===== src/rtl/frame_pkg.sv =====
// Shared types and defaults for the transmit frame sequencer.
package frame_pkg;

    typedef enum logic [1:0] {
        IDLE   = 2'd0,
        PREAMB = 2'd1,
        DATA   = 2'd2,
        GAP    = 2'd3
    } frame_state_e;

    localparam int unsigned PREAMB_LEN_DEF = 320;
    localparam int unsigned SYM_LEN_DEF    = 80;
    localparam int unsigned GAP_LEN_DEF    = 16;
    localparam int unsigned NSYM_W_DEF     = 8;

    function automatic int unsigned max3(input int unsigned a, input int unsigned b,
                                         input int unsigned c);
        int unsigned m;
        m = (a > b) ? a : b;
        return (m > c) ? m : c;
    endfunction

endpackage


===== src/rtl/frame_sequencer_if.sv =====
// Request/control bundle between the frame requester and the frame sequencer.
interface frame_sequencer_if #(
    parameter int unsigned NSYM_W = 8
);
    logic              enable;
    logic              ready_in;
    logic              start;
    logic [NSYM_W-1:0] num_sym;
    logic              mod_switch_in;

    logic              busy;
    logic              preamb_en;
    logic              ofdm_en;
    logic              sel_preamb;
    logic              mod_switch_out;
    logic [NSYM_W-1:0] sym_idx;
    logic              sop;
    logic              eop;
    logic              frame_done;

    modport master (
        output enable, ready_in, start, num_sym, mod_switch_in,
        input  busy, preamb_en, ofdm_en, sel_preamb, mod_switch_out, sym_idx, sop, eop,
               frame_done
    );

    modport slave (
        input  enable, ready_in, start, num_sym, mod_switch_in,
        output busy, preamb_en, ofdm_en, sel_preamb, mod_switch_out, sym_idx, sop, eop,
               frame_done
    );
endinterface


===== src/rtl/stall_counter.sv =====
// Modulo counter that wraps after the programmed last value; only moves on advance.
module stall_counter #(
    parameter int unsigned Width = 4
) (
    input  logic             clock,
    input  logic             reset,
    input  logic             adv,
    input  logic             clear,
    input  logic [Width-1:0] last,
    output logic [Width-1:0] count,
    output logic             tc
);

    logic [Width-1:0] count_q;

    always_ff @(posedge clock or posedge reset) begin
        if (reset) begin
            count_q <= '0;
        end else if (clear) begin
            count_q <= '0;
        end else if (adv) begin
            count_q <= tc ? '0 : count_q + Width'(1);
        end
    end

    assign count = count_q;
    assign tc    = (count_q == last);

endmodule


===== src/rtl/frame_sequencer.sv =====
// Start-triggered frame scheduler: preamble, N OFDM symbols, then an idle gap.
module frame_sequencer
    import frame_pkg::*;
#(
    parameter int unsigned PREAMB_LEN = PREAMB_LEN_DEF,
    parameter int unsigned SYM_LEN    = SYM_LEN_DEF,
    parameter int unsigned GAP_LEN    = GAP_LEN_DEF,
    parameter int unsigned NSYM_W     = NSYM_W_DEF
) (
    input  logic             clock,
    input  logic             reset,
    frame_sequencer_if.slave bus
);

    localparam int unsigned CntW = $clog2(max3(PREAMB_LEN, SYM_LEN, GAP_LEN));
    localparam logic [CntW-1:0] PreambLast = CntW'(PREAMB_LEN - 1);
    localparam logic [CntW-1:0] SymLast    = CntW'(SYM_LEN - 1);
    localparam logic [CntW-1:0] GapLast    = CntW'(GAP_LEN - 1);

    frame_state_e      state_q, state_d;
    logic              adv;
    logic              launch;
    logic [CntW-1:0]   smp_cnt;
    logic [CntW-1:0]   smp_last;
    logic              smp_tc;
    logic [NSYM_W-1:0] sym_cnt_q;
    logic [NSYM_W-1:0] nsym_q;
    logic              mod_q;
    logic              pending_q;
    logic [NSYM_W-1:0] shadow_nsym_q;
    logic              shadow_mod_q;
    logic              frame_done_q;
    logic              last_sym;

    logic              busy, preamb_en, ofdm_en, sel_preamb, sop, eop;

    assign adv      = bus.enable & bus.ready_in;
    assign launch   = (state_q == IDLE) & bus.enable & (bus.start | pending_q);
    assign last_sym = (sym_cnt_q == nsym_q - NSYM_W'(1));

    always_comb begin
        smp_last = '0;
        unique case (state_q)
            PREAMB:  smp_last = PreambLast;
            DATA:    smp_last = SymLast;
            GAP:     smp_last = GapLast;
            default: smp_last = '0;
        endcase
    end

    // Held at zero while idle so every frame starts its preamble from sample 0.
    stall_counter #(
        .Width(CntW)
    ) u_smp_cnt (
        .clock(clock),
        .reset(reset),
        .adv  (adv),
        .clear(state_q == IDLE),
        .last (smp_last),
        .count(smp_cnt),
        .tc   (smp_tc)
    );

    always_ff @(posedge clock or posedge reset) begin
        if (reset) begin
            state_q <= IDLE;
        end else begin
            state_q <= state_d;
        end
    end

    always_comb begin
        state_d = state_q;
        unique case (state_q)
            IDLE: begin
                if (launch) state_d = PREAMB;
            end
            PREAMB: begin
                if (adv && smp_tc) state_d = (nsym_q != '0) ? DATA : GAP;
            end
            DATA: begin
                if (adv && smp_tc && last_sym) state_d = GAP;
            end
            GAP: begin
                if (adv && smp_tc) state_d = IDLE;
            end
            default: state_d = IDLE;
        endcase
    end

    always_comb begin
        busy       = (state_q != IDLE);
        preamb_en  = (state_q == PREAMB);
        ofdm_en    = (state_q == DATA);
        sel_preamb = (state_q != DATA);
        sop        = (state_q == PREAMB) && (smp_cnt == '0);
        eop        = ((state_q == DATA) && last_sym && smp_tc) ||
                     ((state_q == PREAMB) && smp_tc && (nsym_q == '0));
    end

    always_ff @(posedge clock or posedge reset) begin
        if (reset) begin
            sym_cnt_q     <= '0;
            nsym_q        <= '0;
            mod_q         <= 1'b0;
            pending_q     <= 1'b0;
            shadow_nsym_q <= '0;
            shadow_mod_q  <= 1'b0;
            frame_done_q  <= 1'b0;
        end else begin
            frame_done_q <= (state_q == GAP) && adv && smp_tc;
            if (launch) begin
                nsym_q    <= pending_q ? shadow_nsym_q : bus.num_sym;
                mod_q     <= pending_q ? shadow_mod_q : bus.mod_switch_in;
                pending_q <= 1'b0;
            end else if (bus.enable && bus.start && (state_q != IDLE)) begin
                // One-deep: a later request simply overwrites the shadow copy.
                pending_q     <= 1'b1;
                shadow_nsym_q <= bus.num_sym;
                shadow_mod_q  <= bus.mod_switch_in;
            end
            if ((state_q == DATA) && adv && smp_tc) begin
                sym_cnt_q <= last_sym ? '0 : sym_cnt_q + NSYM_W'(1);
            end
        end
    end

    assign bus.busy           = busy;
    assign bus.preamb_en      = preamb_en;
    assign bus.ofdm_en        = ofdm_en;
    assign bus.sel_preamb     = sel_preamb;
    assign bus.mod_switch_out = mod_q;
    assign bus.sym_idx        = sym_cnt_q;
    assign bus.sop            = sop;
    assign bus.eop            = eop;
    assign bus.frame_done     = frame_done_q;

endmodule


===== src/flat_wrapper.sv =====
// flat-port wrapper written by rule: the top's interface ports become plain ports
module frame_sequencer_flat import frame_pkg::*;
#(
    parameter int unsigned PREAMB_LEN = PREAMB_LEN_DEF,
    parameter int unsigned SYM_LEN    = SYM_LEN_DEF,
    parameter int unsigned GAP_LEN    = GAP_LEN_DEF,
    parameter int unsigned NSYM_W     = NSYM_W_DEF
)
  (clock, reset, bus_enable, bus_ready_in, bus_start, bus_num_sym, bus_mod_switch_in, bus_busy, bus_preamb_en, bus_ofdm_en, bus_sel_preamb, bus_mod_switch_out, bus_sym_idx, bus_sop, bus_eop, bus_frame_done);
  frame_sequencer_if #(.NSYM_W(NSYM_W)) bus_i ();
  input  logic clock;
  input  logic reset;
  input wire logic [$bits(bus_i.enable)-1:0] bus_enable;
  input wire logic [$bits(bus_i.ready_in)-1:0] bus_ready_in;
  input wire logic [$bits(bus_i.start)-1:0] bus_start;
  input wire logic [$bits(bus_i.num_sym)-1:0] bus_num_sym;
  input wire logic [$bits(bus_i.mod_switch_in)-1:0] bus_mod_switch_in;
  output wire logic [$bits(bus_i.busy)-1:0] bus_busy;
  output wire logic [$bits(bus_i.preamb_en)-1:0] bus_preamb_en;
  output wire logic [$bits(bus_i.ofdm_en)-1:0] bus_ofdm_en;
  output wire logic [$bits(bus_i.sel_preamb)-1:0] bus_sel_preamb;
  output wire logic [$bits(bus_i.mod_switch_out)-1:0] bus_mod_switch_out;
  output wire logic [$bits(bus_i.sym_idx)-1:0] bus_sym_idx;
  output wire logic [$bits(bus_i.sop)-1:0] bus_sop;
  output wire logic [$bits(bus_i.eop)-1:0] bus_eop;
  output wire logic [$bits(bus_i.frame_done)-1:0] bus_frame_done;
  assign bus_i.enable = bus_enable;
  assign bus_i.ready_in = bus_ready_in;
  assign bus_i.start = bus_start;
  assign bus_i.num_sym = bus_num_sym;
  assign bus_i.mod_switch_in = bus_mod_switch_in;
  assign bus_busy = bus_i.busy;
  assign bus_preamb_en = bus_i.preamb_en;
  assign bus_ofdm_en = bus_i.ofdm_en;
  assign bus_sel_preamb = bus_i.sel_preamb;
  assign bus_mod_switch_out = bus_i.mod_switch_out;
  assign bus_sym_idx = bus_i.sym_idx;
  assign bus_sop = bus_i.sop;
  assign bus_eop = bus_i.eop;
  assign bus_frame_done = bus_i.frame_done;
  frame_sequencer #(.PREAMB_LEN(PREAMB_LEN), .SYM_LEN(SYM_LEN), .GAP_LEN(GAP_LEN), .NSYM_W(NSYM_W)) u_core (.clock(clock), .reset(reset), .bus(bus_i));
endmodule

===== config.mk =====
export PLATFORM = sky130hd
export DESIGN_NAME = frame_sequencer_flat
export DESIGN_NICKNAME = d
export VERILOG_FILES = /design/src/rtl/frame_pkg.sv /design/src/rtl/frame_sequencer_if.sv /design/src/rtl/stall_counter.sv /design/src/rtl/frame_sequencer.sv /design/src/flat_wrapper.sv
export SDC_FILE = /design/constraint.sdc
export NUM_CORES = 1
export LEC_CHECK = 0
export ABC_AREA = 1
export CORE_MARGIN = 10
export CORE_UTILIZATION = 45
export CTS_CLUSTER_SIZE = 12
export DETAILED_ROUTE_END_ITERATION = 8
export PLACE_DENSITY = 0.66
export RECOVER_POWER = 25
export SLEW_MARGIN = 20
export SYNTH_ARGS = -nofsm -noshare
export SYNTH_HDL_FRONTEND = slang
export SYNTH_SLANG_ARGS = --single-unit

===== constraint.sdc =====
create_clock -name clock -period 2.21 [get_ports clock]
set_input_delay 0.663 -clock clock [delete_from_list [all_inputs] [get_ports clock]]
set_output_delay 0.663 -clock clock [all_outputs]
set_load 0.01 [all_outputs]

## Word level (Yosys, flattened, before mapping)

Cells that the tools add are included.

- Bits in registers: 39
- Bits in latches: 0
- Memory bits (writable): 0
- Bits in read-only memories: 0
- Input port bits: 14
- Output and inout port bits: 16
- Memories: 0

- Add/sub/neg operators: 3
- Multiply operators: 0
- Div/mod/pow operators: 0
- $lt $le $gt $ge: 0
- Eq/ne operators: 10
- Shift operators: 0
- Mux-type cells: 15
- Bitwise logic cells: 5
- Reduce and logical (&&, ||, !) cells: 23

Operators by type and width:

| cell | count |
|---|---|
| $mux W9 | 3 |
| $pmux W9 S3 | 1 |
| $mux W8 | 2 |
| $logic_and A1 B1 Y1 | 13 |
| $add A9 B1 Y9 const B | 1 |
| $eq A9 B9 Y1 | 1 |
| $logic_not A9 Y1 | 1 |
| $add A8 B1 Y8 const B | 1 |
| $eq A8 B8 Y1 | 1 |
| $logic_not A8 Y1 | 1 |
| $mux W2 | 4 |
| $ne A2 B1 Y1 const B | 4 |
| $pmux W2 S4 | 1 |
| $reduce_bool A8 Y1 | 1 |
| $sub A8 B1 Y8 const B | 1 |
| $reduce_bool A2 Y1 | 3 |
| $eq A2 B2 Y1 const B | 2 |
| $mux W1 | 4 |
| $reduce_and A4 Y1 | 1 |
| $and A1 B1 Y1 | 3 |
| $eq A2 B1 Y1 const B | 1 |
| $logic_not A2 Y1 | 1 |
| $ne A2 B2 Y1 const B | 1 |
| $reduce_and A2 Y1 | 1 |
| 3 further kinds | 3 |

## Logic depth before layout (Yosys ltp)

Gate-level depths: netlist (run 1).

- Depth after elaboration: 7
- Depth in mapped cells: 14
- Mapped depth without buffers: 14

## Modules after synthesis

From an unflattened synthesis (run 1), not the netlist that was laid out.

- Cells, all modules: 322
- Area total of the unflattened synthesis: 2503.7 um^2

By module, submodules not included:

| module | times used | cells each | area each (um^2) | seq. area each (um^2) |
|---|---|---|---|---|
| frame_sequencer | 1 | 234 | 1871.8 | 750.7 |
| stall_counter | 1 | 88 | 631.9 | 225.2 |

## Worst setup path before layout (run 1)

OpenSTA, ideal clock, no wires.

- Path kind: register to output
- From: register u_core.state_q[0]
- To: output port bus_eop
- Arrival time: 1.517 ns
- Data required time: 1.547 ns
- Slack: 0.030 ns
- Cell stages (with the launch flop): 9
- Path through: dfrtp_1 > inv_1 > ha_1 > inv_2 > nand2_1 > nand2_2 > nor2_1 > nand3_1 > a21oi_1

- Cells in the longest elaborated chain, start to end: 6
- Elaborated cells on any way between the ends: 10

RTL lines:

| what | line | text |
|---|---|---|
| from (decl) | frame_sequencer.sv:20 | `frame_state_e state_q, state_d;` |
| from (signal assigned) | frame_sequencer.sv:68 | `state_q <= state_d;` |
| $eq A2 B2 Y1 (*) | n/a |  |
| net bus_ofdm_en | flat_wrapper.sv:20 | `output wire logic [$bits(bus_i.ofdm_en)-1:0] bus_ofdm_en;` |
| $pmux W9 S3 | frame_sequencer.sv:43 | `unique case (state_q)` |
| $eq A9 B9 Y1 | stall_counter.sv:27 | `assign tc = (count_q == last);` |
| $logic_and A1 B1 Y1 (2 in series) | frame_sequencer.sv:98 | `((state_q == PREAMB) && smp_tc && (nsym_q == '0));` |
| $logic_or A1 B1 Y1 (*) | frame_sequencer.sv:97 | `eop = ((state_q == DATA) && last_sym && smp_tc) \|\|` |
| to (decl) | flat_wrapper.sv:25 | `output wire logic [$bits(bus_i.eop)-1:0] bus_eop;` |

Mark *: on every way through the listed nets, which the timed path passes. The rest lies on a longest branch.

## Final worst setup path (run 1)

- From: register u_core.nsym_q[0]
- To: output port bus_eop

- Cells in the longest elaborated chain, start to end: 5
- Elaborated cells on any way between the ends: 7

RTL lines:

| what | line | text |
|---|---|---|
| from (decl) | frame_sequencer.sv:27 | `logic [NSYM_W-1:0] nsym_q;` |
| from (signal assigned) | frame_sequencer.sv:113 | `nsym_q <= pending_q ? shadow_nsym_q : bus.num_sym;` |
| $sub A8 B1 Y8 | frame_sequencer.sv:39 | `assign last_sym = (sym_cnt_q == nsym_q - NSYM_W'(1));` |
| $eq A8 B8 Y1 | frame_sequencer.sv:39 |  |
| $logic_and A1 B1 Y1 (2 in series) | frame_sequencer.sv:97 |  |
| $logic_or A1 B1 Y1 (*) | frame_sequencer.sv:97 |  |

Every way passes the cells marked *; elsewhere a longest branch is shown, timed or not.

==> impl_metrics.env, run 1 <==
export IMPL_grt_max_degree=40
export IMPL_port_buffers=29
export IMPL_status="complete, but fails checks"
export IMPL_ir_worst_vdd_uv=656.9
export IMPL_coreArea_mm2=0.005574
export IMPL_worstPathRequired_ps=1550
export IMPL_p_leak_nw=1.935
export IMPL_syn_cell_area_mm2=0.002623
export IMPL_worstSetupEndpointType="output pin"
export IMPL_vias=2708
export IMPL_period_share_pct=117.4
export IMPL_cts_num_sinks=39
export IMPL_grt_pass1_wl_um=11470
export IMPL_syn_avg_cell_area_um2=7.069
export IMPL_fillers=501
export IMPL_crit_type="register to output pin"
export IMPL_drt_initial_drc_count=187
export IMPL_area_growth_synth_to_final_pct=44.27
export IMPL_n_antenna_cell=0
export IMPL_seq_area_frac_synth_pct=37.21
export IMPL_cts_max_path_buffers=2
export IMPL_ys_top_cells_by_area="dfrtp_1 (37%), nand2_1 (18%), inv_1 (6.4%), o21ai_0 (5.2%), nand3_1 (4.4%)"
export IMPL_cp_cell_sequence="inv_2 -> ha_4 -> inv_2 -> nand2_2 -> nand2_2 -> nor2_2 -> nand2_1 -> nor2_1 -> nand2_1 -> nor2_1 -> nand2_1 -> a21oi_2 -> buf_2"
export IMPL_grt_pass1_vias=2608
export IMPL_synth_top_cell_area_share_pct=37.21
export IMPL_clk_latency_ps=300
export IMPL_worst_path_most_repeated_cell="nand2_1"
export IMPL_cts_buffers=5
export IMPL_setup_violations=2
export IMPL_synth_enable_flop_cells=0
export IMPL_antenna_left=0
export IMPL_arrival_ps=1930
export IMPL_fmax_mhz=385.3
export IMPL_slew_headroom_pct=35.10
export IMPL_avgViaCountPerCell=4.853
export IMPL_num_rows=27
export IMPL_ctsHtreeMaxLevel=2
export IMPL_place_congestion=0.9051
export IMPL_dp_hpwl_um=5220
export IMPL_final_cells=558
export IMPL_async_flop_share_pct=100.0
export IMPL_violations="negative setup slack"
export IMPL_dp_cells=540
export IMPL_synth_flop_cell="dfrtp_1"
export IMPL_finalWorstSetupSlack_ps=-385.3
export IMPL_drv_cap=0
export IMPL_io_pins=30
export IMPL_yosys_warnings=0
export IMPL_critPathMaxStageDelay_ps=370
export IMPL_hp_class="register to register"
export IMPL_antenna_found_initial=0
export IMPL_final_hold_viol_count=0
export IMPL_die_w_um=96.34
export IMPL_period_minus_slack_ps=2595
export IMPL_grt_overflow_total=0
export IMPL_cts_root_buf="clkbuf_8"
export IMPL_synth_fp_nets=394
export IMPL_start_util_pct=47.05
export IMPL_die_h_um=96.34
export IMPL_wirelength_um=6950
export IMPL_dieArea_mm2=0.009281
export IMPL_synthCells=371
export IMPL_wl_per_cell_um=12.46
export IMPL_critPathLaunchType="register"
export IMPL_clk_pin_slew_worst_paths_ps=90
export IMPL_ys_ff_latch=39
export IMPL_final_util_pct=67.88
export IMPL_holdWs_ps=475.3
export IMPL_first_pass_iters=4
export IMPL_cts_tree="done"
export IMPL_slowest_stage="dfrtp_1"
export IMPL_synth_largest_area_cell="dfrtp_1"
export IMPL_drive_above_1_share_pct=26.95
export IMPL_nets=508
export IMPL_rsz0062_at_grt="yes"
export IMPL_power_per_cell_area_mw_per_mm2=1152
export IMPL_ys_types=31
export IMPL_grtUsageTotal_pct=15.51
export IMPL_drc=0
export IMPL_cp_max_fo=2
export IMPL_drv_slew=0
export IMPL_skew_ps=9.272
export IMPL_tightest_slew_ps=973.4
[path summary, 6_finish.rpt]
check	from	end	slack, ps	cells past startpoint
setup / recovery	u_core.nsym_q[0]	bus_eop	-390	13
setup reg to reg	u_core.state_q[0]	u_core.bus.sym_idx[7]	140	15
hold / removal	u_core.bus.mod_switch_out	u_core.bus.mod_switch_out	480	2
max in group asynchronous	reset	u_core.state_q[1]	450	3
hold reg to reg	u_core.bus.mod_switch_out	u_core.bus.mod_switch_out	480	2
min in group asynchronous	reset	u_core.u_smp_cnt.count[7]	1100	3
[timing repair]
item	in CTS	in global routing
setup buffers	2	8
resized for setup	29	9
hold buffers	0	0
setup endpoints to repair	6	3
pin swaps	3	10
gates cloned	0	0
[flip-flops by register name (all words and copies together) (netlist names)]
name	count
u_core.bus.frame_done	1
u_core.bus.mod_switch_out	1
u_core.bus.sym_idx	8
u_core.nsym_q	8
u_core.pending_q	1
u_core.shadow_mod_q	1
u_core.shadow_nsym_q	8
u_core.state_q	2
u_core.u_smp_cnt.count	9
[cell usage after synthesis, types with 4 or more instances]
| cell | instances |
|---|---|
| nand2_1 | 123 |
| inv_1 | 45 |
| dfrtp_1 | 39 |
| nor2_1 | 30 |
| o21ai_0 | 27 |
| nand3_1 | 23 |
| xor2_1 | 13 |
| ha_1 | 9 |
| xnor2_1 | 9 |
| nand4_1 | 7 |
| inv_2 | 5 |
| clkbuf_1 | 4 |
| nand3b_1 | 4 |
| nor3_1 | 4 |
| o22ai_1 | 4 |
[worst max-delay path, delay by kind of cell, from the launching register on]
family / cells / cell delay, ps
and+or+nand+nor: 8 / 620
AOI/OAI and AO/OA: 1 / 130
adders and majority gates: 1 / 270
buffers and inverters: 3 / 240
DFF: 1 / 370
[metrics by stage]
stage / instance area [um^2] / setup WS [ps] / power [mW] / TNS, ps
finish: 3784 / -385.3 / 4.360 / -406.8
global route: 3784 / -527.6 / 4.711 / -675.4
CTS: 3716 / -389.4 / 4.192 / -434.9
detailed placement: 3543 / -518.7 / 3.444 / -771.8
global placement: 3543 / -472.1 / 3.384 / -710.6
floorplan: 2623 / 30.38 / 2.412 / 0
[report_power, final]
| part | internal, mW | switching, mW | total [mW] |
|---|---|---|---|
| combinational | 1.29 | 1.36 | 2.64 |
| clock | 0.343 | 0.288 | 0.631 |
| sequential | 0.918 | 0.167 | 1.08 |
| total | 2.55 | 1.81 | 4.36 |
[area by class of cell]
class | instances | area, um^2 | share of cell area [%]
clock buffer | 5 | 68.82 | 1.819
timing repair buffer | 117 | 952.2 | 25.17
multi-input combinational | 271 | 1451 | 38.36
clock inverter | 3 | 47.55 | 1.257
sequential | 39 | 977.2 | 25.83
inverter | 51 | 196.4 | 5.192
tap | 72 | 90.09 | 2.381
[cells in the final DEF, fill, tap and decap left out, types with 7 or more instances in the layout]
cell type	synthesis	final
nand3_1	23	23
nand4_1	7	7
dfrtp_1	39	38
o21ai_0	27	27
nand2_1	123	120
buf_4	0	84
xor2_1	13	13
inv_1	45	40
nor2_1	30	27
xnor2_1	9	9
inv_2	5	9
clkdlybuf4s50_1	0	22
[kinds of logic (layout without fill, tap and decap cells)]
logic type / Yosys count / in the layout / share of synthesized area (%)
AO/OA/AOI/OAI: 38 / 38 / 8.302
XOR/XNOR: 22 / 22 / 7.348
adder cells (fa/ha/maj): 9 / 9 / 4.294
buffers and inverters: 61 / 176 / 9.589
flip-flops: 39 / 39 / 37.21
AND/OR/NAND/NOR: 202 / 202 / 33.25
[per-layer routing]
metal | up-vias | part of all wire [%] | track usage, %
li1 | 1403 | - | -
met1 | 1223 | 48 | 19.81
met2 | 69 | 45 | 25.39
met3 | 13 | 5.1 | 3.268
met4 | 0 | 1.9 | 5.327
met5 | - | 0 | 0
No activity file was read; power rests on OpenSTA's default activity.
==> run 2: changes to the inputs <==
Settings changed: PLACE_DENSITY 0.66 to 0.73, SKIP_CTS_REPAIR_TIMING from default to 1.
==> impl_metrics.env, run 2 (same netlist as run 1, synthesis figures left out) <==
export IMPL_die_w_um=96.34
export IMPL_cp_max_fo=5
export IMPL_slew_headroom_pct=34.91
export IMPL_crit_end="bus_eop"
export IMPL_r2r_end="u_core.bus.sym_idx[7]"
export IMPL_cp_startpoint="u_core.nsym_q[1]"
export IMPL_comb_power_share_pct=60.4
export IMPL_wl_per_cell_um=12.54
export IMPL_cts_root_buf="clkbuf_8"
export IMPL_crit_type="register to output pin"
export IMPL_final_cell_area_mm2=0.003671
export IMPL_grtUsageTotal_pct=15.74
export IMPL_layout_commonest_cell="nand2_1"
export IMPL_cts_max_path_buffers=2
export IMPL_p_int_mw=2.267
export IMPL_holdWs_ps=482.6
export IMPL_p_sw_mw=1.754
export IMPL_drive_above_1_share_pct=24.15
export IMPL_p_leak_nw=1.889
export IMPL_grt_max_degree=40
export IMPL_cp_depth=14
export IMPL_first_pass_iters=4
export IMPL_nets=494
export IMPL_power_per_cell_area_mw_per_mm2=1095
export IMPL_period_minus_slack_ps=2548
export IMPL_num_rows=27
export IMPL_place_congestion=0.9778
export IMPL_critPathMaxStageDelay_ps=370
export IMPL_worst_path_most_repeated_cell="nand2_1"
export IMPL_worst_path_buf_inv=4
export IMPL_drc=0
export IMPL_start_util_pct=47.05
export IMPL_final_cell_mix="nand2_1 (122), buf_4 (71), inv_1 (40), dfrtp_1 (38)"
export IMPL_drv_cap=0
export IMPL_cts_buffers=5
export IMPL_rr_startpoint="u_core.state_q[0]"
export IMPL_dieArea_mm2=0.009281
export IMPL_cts_tree="done"
export IMPL_violations="negative setup slack"
export IMPL_status="complete, but fails checks"
export IMPL_hold_path_depth=2
export IMPL_reg2regPathDepth=13
export IMPL_fmax_mhz=392.5
export IMPL_switching_share_pct=43.62
export IMPL_place_area_mm2=0.003506
export IMPL_die_h_um=96.34
export IMPL_power_total_mw=4.021
export IMPL_clk_pin_slew_worst_paths_ps=80
export IMPL_period_share_pct=115.3
export IMPL_clockPowerShare_pct=12.7
export IMPL_wirelength_um=6821
export IMPL_n_antenna_cell=0
export IMPL_fillers=476
export IMPL_grt_pass1_vias=2519
export IMPL_drv_slew=0
export IMPL_finalWorstSetupSlack_ps=-337.6
export IMPL_critPathLaunchType="register"
export IMPL_port_buffers=29
export IMPL_dp_hpwl_um=5160
export IMPL_tightest_slew_ps=976.4
export IMPL_path_delay_family="simple AND/OR/NAND/NOR gates"
export IMPL_grt_overflow_total=0
export IMPL_worstSetupEndpointType="output pin"
export IMPL_multi_input_area_mm2=0.001458
export IMPL_vias=2680
export IMPL_coreArea_mm2=0.005574
export IMPL_skew_ps=4.885
export IMPL_ctsHtreeMaxLevel=2
export IMPL_grt_pass1_wl_um=11670
export IMPL_hp_class="register to register"
export IMPL_antenna_found_initial=0
export IMPL_seq_area_um2=977.2
export IMPL_largest_reg_flops=9
export IMPL_antenna_left=0
export IMPL_drt_initial_drc_count=232
export IMPL_setup_violations=2
export IMPL_avgViaCountPerCell=4.926
export IMPL_arrival_ps=1880
export IMPL_cts_num_sinks=39
export IMPL_area_growth_synth_to_final_pct=39.98
export IMPL_cp_cell_sequence="inv_2 -> ha_4 -> inv_1 -> nand2_1 -> nand2_1 -> nand2_1 -> nand2_1 -> nand2_1 -> inv_1 -> nand2_1 -> nor2_1 -> nand2_1 -> a21oi_2 -> buf_2"
export IMPL_final_hold_viol_count=0
export IMPL_rsz0062_at_grt="yes"
export IMPL_seq_power_share_pct=26.9
export IMPL_clk_latency_ps=300
export IMPL_worstPathRequired_ps=1550
export IMPL_r2r_slack_ps=220
export IMPL_slowest_stage="dfrtp_1"
export IMPL_io_pins=30
export IMPL_ir_worst_vdd_uv=609.5
export IMPL_final_util_pct=65.86
## run 2: cell count changes in the layout (fill, tap and decap cells not counted), sizes merged
cell,change
clkinvlp,+2
bufinv,-1
clkinv,-1
clkdlybuf4s15,-1
dlygate4sd2,-2
clkbuf,-1
dlymetal6s2s,+4
buf,-14
## run 2: tightest hold or removal path, stage by stage, from the launching register on
cell and delay [ps]:
dfrtp_1 350, nand2_1 50, nand2_1 50
## run 2: power groups by stage
stage | clock network (mW) | logic, mW | registers (mW)
floorplan | 0 | 1.34 | 1.07
global placement | 0 | 2.22 | 1.06
detailed placement | 0 | 2.28 | 1.07
CTS | 0.528 | 2.32 | 1.06
global route | 0.559 | 2.74 | 1.11
finish | 0.511 | 2.43 | 1.08
## run 2: worst min path at each step
stage | from | to | slack [ps]
6_report | u_core.bus.mod_switch_out | u_core.bus.mod_switch_out | 480
5_1_grt | u_core.shadow_nsym_q[0] | u_core.shadow_nsym_q[0] | 520
4_1_cts | u_core.bus.mod_switch_out | u_core.bus.mod_switch_out | 500
3_5_place_dp | u_core.bus.mod_switch_out | u_core.bus.mod_switch_out | 470
3_3_place_gp | u_core.bus.mod_switch_out | u_core.bus.mod_switch_out | 460
2_1_floorplan | u_core.shadow_mod_q | u_core.shadow_mod_q | 450
## run 2: per-stage QoR
stage / setup WS [ps] / instances / TNS (ps)
after floorplan: 30.38 / 371 / 0
after global placement: -463.4 / 535 / -697.6
after detailed placement: -494.9 / 535 / -770.5
after CTS: -847.8 / 543 / -2431
after global routing: -526.7 / 544 / -641.3
final: -337.6 / 544 / -375.2
## run 2: layout make-up
class / count / share of cell area [%]
multi-input cells: 271 / 39.71
flip-flops and latches: 39 / 26.62
repair buffers: 103 / 23.42
inverters: 51 / 5.283
well taps: 72 / 2.454
clock buffers: 5 / 1.875
clock inverters: 3 / 0.6476
## run 2: layer usage
metal	global-route usage [%]	part of all wire [%]
met1	20.72	46
met2	25.39	48
met3	2.412	3.8
met4	6.053	2.1
met5	0	0
==> run 3: changes to the inputs <==
Settings changed: CELL_PAD_IN_SITES_DETAIL_PLACEMENT from default to 2, CELL_PAD_IN_SITES_GLOBAL_PLACEMENT from default to 2, CORE_UTILIZATION 45 to 32, PLACE_DENSITY 0.73 to 0.87.
Clock period 2.21 ns to 2.4 ns, I/O delays scaled along.
==> impl_metrics.env, run 3 (same netlist as run 1, synthesis figures left out) <==
export IMPL_status="complete, but fails checks"
export IMPL_violations="negative setup slack"
export IMPL_wirelength_um=15220
export IMPL_layout_commonest_cell="nand2_1"
export IMPL_worst_path_most_repeated_cell="nand2_1"
export IMPL_setup_violations=2
export IMPL_final_cell_area_mm2=0.003790
export IMPL_dieArea_mm2=0.01222
export IMPL_hp_class="register to register"
export IMPL_ctsHtreeMaxLevel=2
export IMPL_drive_above_1_share_pct=27.16
export IMPL_grt_max_degree=40
export IMPL_drv_slew=0
export IMPL_p_leak_nw=1.918
export IMPL_vias=3188
export IMPL_coreArea_mm2=0.007848
export IMPL_power_total_mw=4.764
export IMPL_clk_latency_ps=330
export IMPL_final_util_pct=48.29
export IMPL_arrival_ps=2170
export IMPL_ir_worst_vdd_uv=475.1
export IMPL_final_cell_mix="nand2_1 (118), buf_4 (74), inv_1 (40), dfrtp_1 (36), o21ai_0 (27)"
export IMPL_slew_headroom_pct=27.00
export IMPL_power_per_cell_area_mw_per_mm2=1257
export IMPL_cts_num_sinks=39
export IMPL_worstPathRequired_ps=1680
export IMPL_crit_type="register to output pin"
export IMPL_first_pass_iters=5
export IMPL_cts_tree="done"
export IMPL_skew_ps=21.03
export IMPL_cp_startpoint="u_core.nsym_q[0]"
export IMPL_slowest_stage="dfrtp_1"
export IMPL_largest_reg_flops=9
export IMPL_area_growth_synth_to_final_pct=44.51
export IMPL_cts_buffers=5
export IMPL_antenna_found_initial=0
export IMPL_grt_overflow_total=0
export IMPL_fmax_mhz=346.5
export IMPL_cp_max_fo=5
export IMPL_final_hold_viol_count=0
export IMPL_avgViaCountPerCell=5.525
export IMPL_place_area_mm2=0.003543
export IMPL_die_w_um=110.5
export IMPL_clk_pin_slew_worst_paths_ps=90
export IMPL_finalWorstSetupSlack_ps=-485.7
export IMPL_cts_max_path_buffers=2
export IMPL_dp_hpwl_um=9048
export IMPL_rr_startpoint="u_core.state_q[0]"
export IMPL_tightest_slew_ps=1095
export IMPL_grt_pass1_vias=3609
export IMPL_die_h_um=110.5
export IMPL_rsz0062_at_grt="yes"
export IMPL_cp_cell_sequence="inv_2 -> ha_4 -> inv_1 -> nand2_1 -> nand2_2 -> nand2_1 -> nand2_1 -> nand2_1 -> inv_1 -> nand2_1 -> nor2_2 -> nand2_2 -> a21oi_2 -> buf_2"
export IMPL_pre_cts_ws_ps=-573.0
export IMPL_num_rows=32
export IMPL_drt_initial_drc_count=133
export IMPL_nets=497
export IMPL_critPathMaxStageDelay_ps=390
export IMPL_grtUsageTotal_pct=21.86
export IMPL_period_share_pct=120.2
export IMPL_path_delay_family="simple AND/OR/NAND/NOR gates"
export IMPL_start_util_pct=33.42
export IMPL_grt_pass1_wl_um=21420
export IMPL_min_delay_start="u_core.bus.mod_switch_out"
export IMPL_n_antenna_cell=0
export IMPL_cts_root_buf="clkbuf_8"
export IMPL_period_minus_slack_ps=2886
export IMPL_port_buffers=29
export IMPL_antenna_left=0
export IMPL_place_congestion=0.8270
export IMPL_drv_cap=0
export IMPL_worstSetupEndpointType="output pin"
export IMPL_critPathLaunchType="register"
export IMPL_drc=0
export IMPL_wl_per_cell_um=26.38
export IMPL_worst_path_buf_inv=4
export IMPL_io_pins=30
-- run 3: changes by cell type in the layout (fill, tap and decap cells not counted), moves of 3 or more --
cell | before | now
nand2_2 | 2 | 6
buf_4 | 71 | 74
nand2_1 | 122 | 118
nor2_1 | 27 | 23
-- run 3: per-stage QoR --
| stage | instances | hold WS (ps) | TNS, ps |
|---|---|---|---|
| final | 577 | 519.0 | -505.2 |
| after global placement | 565 | 462.1 | -468.3 |
| after detailed placement | 565 | 476.8 | -754.3 |
| after CTS | 573 | 501.0 | -2514 |
| after global routing | 577 | 544.9 | -927.0 |
| after floorplan | 371 | 453.4 | 0 |
-- run 3: report_power, final --
group | total, mW | internal, mW | switching (mW)
sequential | 1.07 | 0.848 | 0.224
combinational | 3.04 | 1.16 | 1.88
clock | 0.649 | 0.343 | 0.306
-- run 3: final cells by class --
type                            count  area, um^2
Clock buffer                        6       82.58
Timing Repair Buffer              106       874.6
Sequential cell                    39       979.7
Fill cell                         901        4058
Clock inverter                      2       38.79
Multi-Input combinational cell    271        1493
Inverter                           51       193.9
Tap cell                          102       127.6
-- run 3: path summary, 6_finish.rpt --
path / endpoint / slack [ps] / cells after the start
setup reg to reg: u_core.bus.sym_idx[7] / 0 / 13
hold reg to reg: u_core.bus.mod_switch_out / 520 / 2
hold / removal: u_core.bus.mod_switch_out / 520 / 2
setup / recovery: bus_eop / -490 / 14
max in group asynchronous: u_core.nsym_q[5] / 450 / 3
min in group asynchronous: u_core.u_smp_cnt.count[7] / 1180 / 3
-- run 3: routing by layer --
layer  vias up  track usage, %  wire, um
met2       147           38.73      7693
met1      1618           24.79      6021
met4         0           9.845       701
met3        54           3.890       806
met5         -               0         0
li1       1369               -         -
-- run 3: tightest hold or removal path, stage by stage (launching register included) --
cell	delay, ps
dfrtp_1	370
nand2_1	60
nand2_1	60
==> patch 1: new RTL, config.mk and constraints of run 3 <==
The package constant `NSYM_W_DEF` goes from 8 to 10.
--- a/src/rtl/frame_pkg.sv
+++ b/src/rtl/frame_pkg.sv
@@ -11,7 +11,7 @@
     localparam int unsigned PREAMB_LEN_DEF = 320;
     localparam int unsigned SYM_LEN_DEF    = 80;
     localparam int unsigned GAP_LEN_DEF    = 16;
-    localparam int unsigned NSYM_W_DEF     = 8;
+    localparam int unsigned NSYM_W_DEF     = 10;
 
     function automatic int unsigned max3(input int unsigned a, input int unsigned b,
                                          input int unsigned c);
Ports: changed (resized bus_num_sym and bus_sym_idx); port bits go from 30 to 34. No check against the original RTL was run, so the function may have changed too.
==> patch 1 against run 3 <==
  * The run still ends with negative setup slack left
  * Register-to-register slack improved by 0.27 ns
  * Non-clock buffer count up 3
  * Final cell count rose by 2.4%
  * First-iteration DRC count fell by 16%
  * Synthesized area grew 5.2%
  * Power rose by 5.7%
  * Wire length fell by 21%
  * Critical path depth fell by 2
  * Sequential cell count up 6
  * Worst setup slack gained 0.032 ns
  * Design area up 3.7%
  * Count of clock-buffer cells in the layout is the same
  * Clock skew decreased by 0.0077 ns
  * Critical path type unchanged
  * Critical endpoint unchanged
  * Largest cell class unchanged
  * Largest power group unchanged
  * Highest routed layer unchanged
==> patch 1: results <==
metrics = {
    "setup_path": {
        "crit_family": "simple AND/OR/NAND/NOR gates",
        "critPathSlowestCell": "dfrtp_1",
        "worstPathArrival_ns": 2.13,
        "cp_max_fo": 3,
        "slowest_delay_ns": 0.42,
    },
    "worst_hold_path": {
        "min_path_type": "reg2reg",
    },
    "place": {
        "port_buffers": 33,
        "hpwl_um": 8640,
        "place_area_um2": 3750,
        "place_ws_ns": -0.649,
        "dpl.cell_count": 581,
        "gp_congestion": 0.818,
    },
    "logic_synthesis": {
        "synthTopCellsByArea": "dfrtp_1, nand2_1, inv_1",
        "synth_cell_type_count": 30,
        "synthArstFlopShare": 1.00,
        "syn_nets": 403,
        "synth_top_flop_cell": "dfrtp_1",
        "ys_seq_area_frac": 0.408,
        "avgSynthCellArea_um2": 7.30,
        "synth_common_cells": "nand2_1, inv_1, dfrtp_1",
        "yosysWarnings": 0,
    },
    "cts": {
        "root_buffer": "clkbuf_8",
        "clk_latency_ns": 0.31,
        "htreeDepth": 2,
        "cts.clk_slew.worst_paths_ns": 0.10,
        "numCtsBuffers": 5,
        "cts.path.max_buffers": 2,
    },
    "global_routing": {
        "grt_pass1_wl_um": 19100,
        "grt_pass1_vias": 3528,
        "grt_max_degree": 46,
        "antenna_found_initial": 0,
        "grt_usage": 0.182,
    },
    "run_status": {
        "violations": "negative setup slack",
        "outcome": "finished, violations left",
    },
    "finish": {
        "final_cells": 591,
        "fillers": 946,
        "final_nets": 510,
        "drive_gt1_frac": 0.251,
        "diodes": 0,
    },
    "timing": {
        "setup-violations-final": 1,
        "fin_skew_ns": 0.0134,
        "fin_ws_ns": -0.453,
        "worstMarginPinSlew_ns": 1.22,
    },
    "routing": {
        "avgViaCountPerCell": 5.11,
        "drt-initial-drc-count": 112,
        "firstDrtPassIters": 4,
        "routed_wl_um": 12000,
    },
    "pwr": {
        "power.internal_mw": 2.63,
        "leakagePower_nw": 1.97,
        "ir_drop_uv": 561,
    },
}
[patch 1: changes by cell type after synthesis, moves of 2 or more]
cell      delta
buf_2        -2
clkbuf_1     +2
dfrtp_1      +6
inv_1       +10
inv_2        -2
nand2_1     -14
nand3_1      +2
nor2_1       -5
nor3_1       +3
nor4_1       -2
o21ai_0     +13
xnor2_1      -5
[patch 1: kinds of logic after synthesis]
kind of cell    share of synthesized area
fa+ha+maj                          0.0408
buf+inv                            0.0970
xor+xnor                           0.0539
flops                               0.408
compound gates                      0.103
simple gates                        0.297
[patch 1: worst min-delay path: cells and delay by family (launching register included)]
| family | cells | cell delay, ns |
|---|---|---|
| DFF | 1 | 0.36 |
| AOI/OAI and AO/OA | 1 | 0.06 |
| and+or+nand+nor | 1 | 0.05 |
[patch 1: metal layers]
metal	wire length, µm	up-vias	GRT usage
li1	-	1405	-
met1	5170	1531	0.209
met2	6210	62	0.338
met3	349	22	0.0306
met4	277	0	0.0491
met5	0	-	0
[patch 1: power groups by stage]
stage / Combinational, mW / Sequential, mW / Clock (mW)
2_1_floorplan: 1.35 / 1.27 / 0
3_3_place_gp: 2.63 / 1.23 / 0
3_5_place_dp: 2.92 / 1.29 / 0
4_1_cts: 3.05 / 1.29 / 0.501
5_1_grt: 3.53 / 1.34 / 0.533
6_report: 3.22 / 1.32 / 0.494
[patch 1: layout make-up]
cell class | count | share of cell area
clock inverter | 2 | 0.00255
multi-input combinational | 266 | 0.373
inverter | 58 | 0.0554
sequential | 45 | 0.287
timing repair buffer | 109 | 0.230
clock buffer | 6 | 0.0185
tap | 105 | 0.0334
[patch 1: final timing paths]
check                                                              to  cells after the start  slack [ns]                                start
worst max register to register          u_core.state_q[1]$_DFFE_PP0P_                     15        0.27         u_core.nsym_q[1]$_DFFE_PP0P_
min in group asynchronous       u_core.u_smp_cnt.count[3]$_DFFE_PP0P_                      3        1.24                                reset
max in group asynchronous                u_core.nsym_q[3]$_DFFE_PP0P_                      3        0.34                                reset
worst min register to register    u_core.shadow_nsym_q[7]$_DFFE_PP0P_                      2        0.51  u_core.shadow_nsym_q[7]$_DFFE_PP0P_
worst max-delay path                                          bus_eop                     12       -0.45         u_core.nsym_q[1]$_DFFE_PP0P_
worst min-delay path              u_core.shadow_nsym_q[7]$_DFFE_PP0P_                      2        0.51  u_core.shadow_nsym_q[7]$_DFFE_PP0P_
[patch 1: metrics by stage]
stage / util / setup TNS (ns)
floorplan: - / 0
global placement: 0.452 / -0.586
detailed placement: 0.452 / -1.10
CTS: 0.462 / -2.70
global route: 0.473 / -0.578
finish: 0.473 / -0.453
==> patch 2: new RTL, config.mk and constraints of run 3 <==
Made on the original files. The 4 states of `frame_state_e` get a one-hot encoding in 4 bits.
--- a/src/rtl/frame_pkg.sv
+++ b/src/rtl/frame_pkg.sv
@@ -1,11 +1,11 @@
 // Shared types and defaults for the transmit frame sequencer.
 package frame_pkg;
 
-    typedef enum logic [1:0] {
-        IDLE   = 2'd0,
-        PREAMB = 2'd1,
-        DATA   = 2'd2,
-        GAP    = 2'd3
+    typedef enum logic [3:0] {
+        IDLE   = 4'b0001,
+        PREAMB = 4'b0010,
+        DATA   = 4'b0100,
+        GAP    = 4'b1000
     } frame_state_e;
 
     localparam int unsigned PREAMB_LEN_DEF = 320;
Check against the original RTL: no difference found for any inputs over 10 cycles, from zero or initial values and one cycle with reset high; not proved beyond that.
==> patch 2 against run 3 <==
  * The run still ends with negative setup slack left
  * Power decreased by 2.6%
  * Wire length decreased by 19%
  * Design area decreased by 6.2%
  * Highest routed layer unchanged
  * Sequential cell count increased by 2
  * Worst setup slack improved by 0.12 ns
  * Non-clock buffer count decreased by 16
  * Hold slack got worse by 0.020 ns
  * Synthesized cell count decreased by 8.4%
  * Count of clock-buffer cells in the layout unchanged
  * Global-route usage decreased by 3.1 points
  * Clock power decreased by 24%
  * Synthesized area decreased by 4.2%
  * Sequential share of layout area increased by 3.1 points
==> patch 2: results <==
metrics = {
    "global_routing": {
        "grt_pass1_vias": 3116,
        "grt_pass1_wl_um": 16800,
        "antenna_found_initial": 0,
        "grt_usage": 0.188,
        "grt_max_degree": 42,
    },
    "routing": {
        "wl_per_cell_um": 23.0,
        "drt-initial-drc-count": 129,
        "firstDrtPassIters": 4,
        "avgViaCountPerCell": 5.30,
    },
    "logic_synthesis": {
        "synth_top_flop_cell": "dfrtp_1",
        "synthTopCellsByArea": "dfrtp_1, nand2_1, inv_1",
        "ys_seq_area_frac": 0.409,
        "syn_nets": 359,
        "yosysWarnings": 0,
        "synthArstFlopShare": 1.00,
        "synth_cell_type_count": 34,
        "synth_common_cells": "nand2_1, inv_1, dfrtp_1",
    },
    "cts": {
        "numCtsBuffers": 5,
        "cts.path.max_buffers": 2,
        "clk_latency_ns": 0.31,
        "cts.clk_slew.worst_paths_ns": 0.09,
        "root_buffer": "clkbuf_8",
        "htreeDepth": 2,
    },
    "place": {
        "place_area_um2": 3340,
        "place_ws_ns": -0.518,
        "port_buffers": 29,
        "hpwl_um": 7970,
        "gp_congestion": 0.847,
    },
    "timing": {
        "fin_ws_ns": -0.363,
        "fin_setup_tns_ns": -0.363,
        "worstMarginPinSlew_ns": 1.08,
        "setup-violations-final": 1,
        "fin_skew_ns": 0.00694,
    },
    "worst_hold_path": {
        "min-delay-start": "u_core.shadow_nsym_q[1]$_DFFE_PP0P_",
        "min_path_type": "reg2reg",
        "hold_depth": 2,
    },
    "finish": {
        "drive_gt1_frac": 0.262,
        "final_nets": 450,
        "largest_register_ffs": 9,
        "fillers": 905,
        "diodes": 0,
    },
    "pwr": {
        "leakagePower_nw": 1.81,
        "ir_drop_uv": 512,
    },
    "run_status": {
        "violations": "negative setup slack",
        "outcome": "finished, violations left",
    },
    "setup_path": {
        "crit_start": "u_core.nsym_q[1]$_DFFE_PP0P_",
        "ff2ff_path_depth": 16,
        "cp_max_fo": 3,
        "worstPathArrival_ns": 2.04,
    },
}
==> patch 2: area by class of cell <==
type                    count  area [µm²]  share of cell area
inverters                  53         199              0.0560
clock inverters             2        15.0             0.00423
repair buffers             90         758               0.213
clock buffers               6        72.6              0.0204
multi-input cells         240        1350               0.381
flip-flops and latches     41        1030               0.289
well taps                 102         128              0.0359
==> patch 2: routing by layer <==
layer,track usage,wire length (µm)
met3,0.0327,442
met4,0.0706,592
met1,0.212,5110
met5,0,0
met2,0.344,6120
==> patch 2: report_power, final <==
part	total (mW)	switching [mW]	internal, mW
combinational	2.89	1.73	1.16
clock	0.493	0.287	0.206
sequential	1.26	0.320	0.937
==> patch 2: stage by stage <==
step / cells / utilization
6_report: 534 / 0.462
5_1_grt: 534 / 0.462
4_1_cts: 531 / 0.446
3_5_place_dp: 523 / 0.434
3_3_place_gp: 523 / 0.434
2_1_floorplan: 340 / -
==> patch 2: worst max-delay path: stages, from the launching register on <==
cell	delay [ns]
dfrtp_1	0.41
inv_2	0.10
ha_4	0.17
inv_1	0.07
nand2_1	0.10
nand2_1	0.07
nand2_1	0.14
nand3_4	0.10
nor2_4	0.13
nand3_2	0.11
a21oi_2	0.18
buf_2	0.15
==> patch 2: logic make-up (layout without fill, tap and decap cells) <==
logic type	count (synthesis)	in the layout	synth area share
XOR/XNOR	10	10	0.0349
buffers and inverters	59	151	0.0947
AND/OR/NAND/NOR	177	177	0.333
adder cells (fa/ha/maj)	5	5	0.0249
flip-flops	41	41	0.409
AO/OA/AOI/OAI	48	48	0.104
==> patch 2: worst paths after layout <==
path | end | slack (ns)
worst min register to register | u_core.shadow_nsym_q[1]$_DFFE_PP0P_ | 0.50
worst max-delay path | bus_eop | -0.36
min in group asynchronous | u_core.u_smp_cnt.count[5]$_DFFE_PP0P_ | 1.24
worst min-delay path | u_core.shadow_nsym_q[1]$_DFFE_PP0P_ | 0.50
worst max register to register | u_core.state_q[0]$_DFFE_PP1P_ | 0.13
max in group asynchronous | u_core.nsym_q[3]$_DFFE_PP0P_ | 0.44
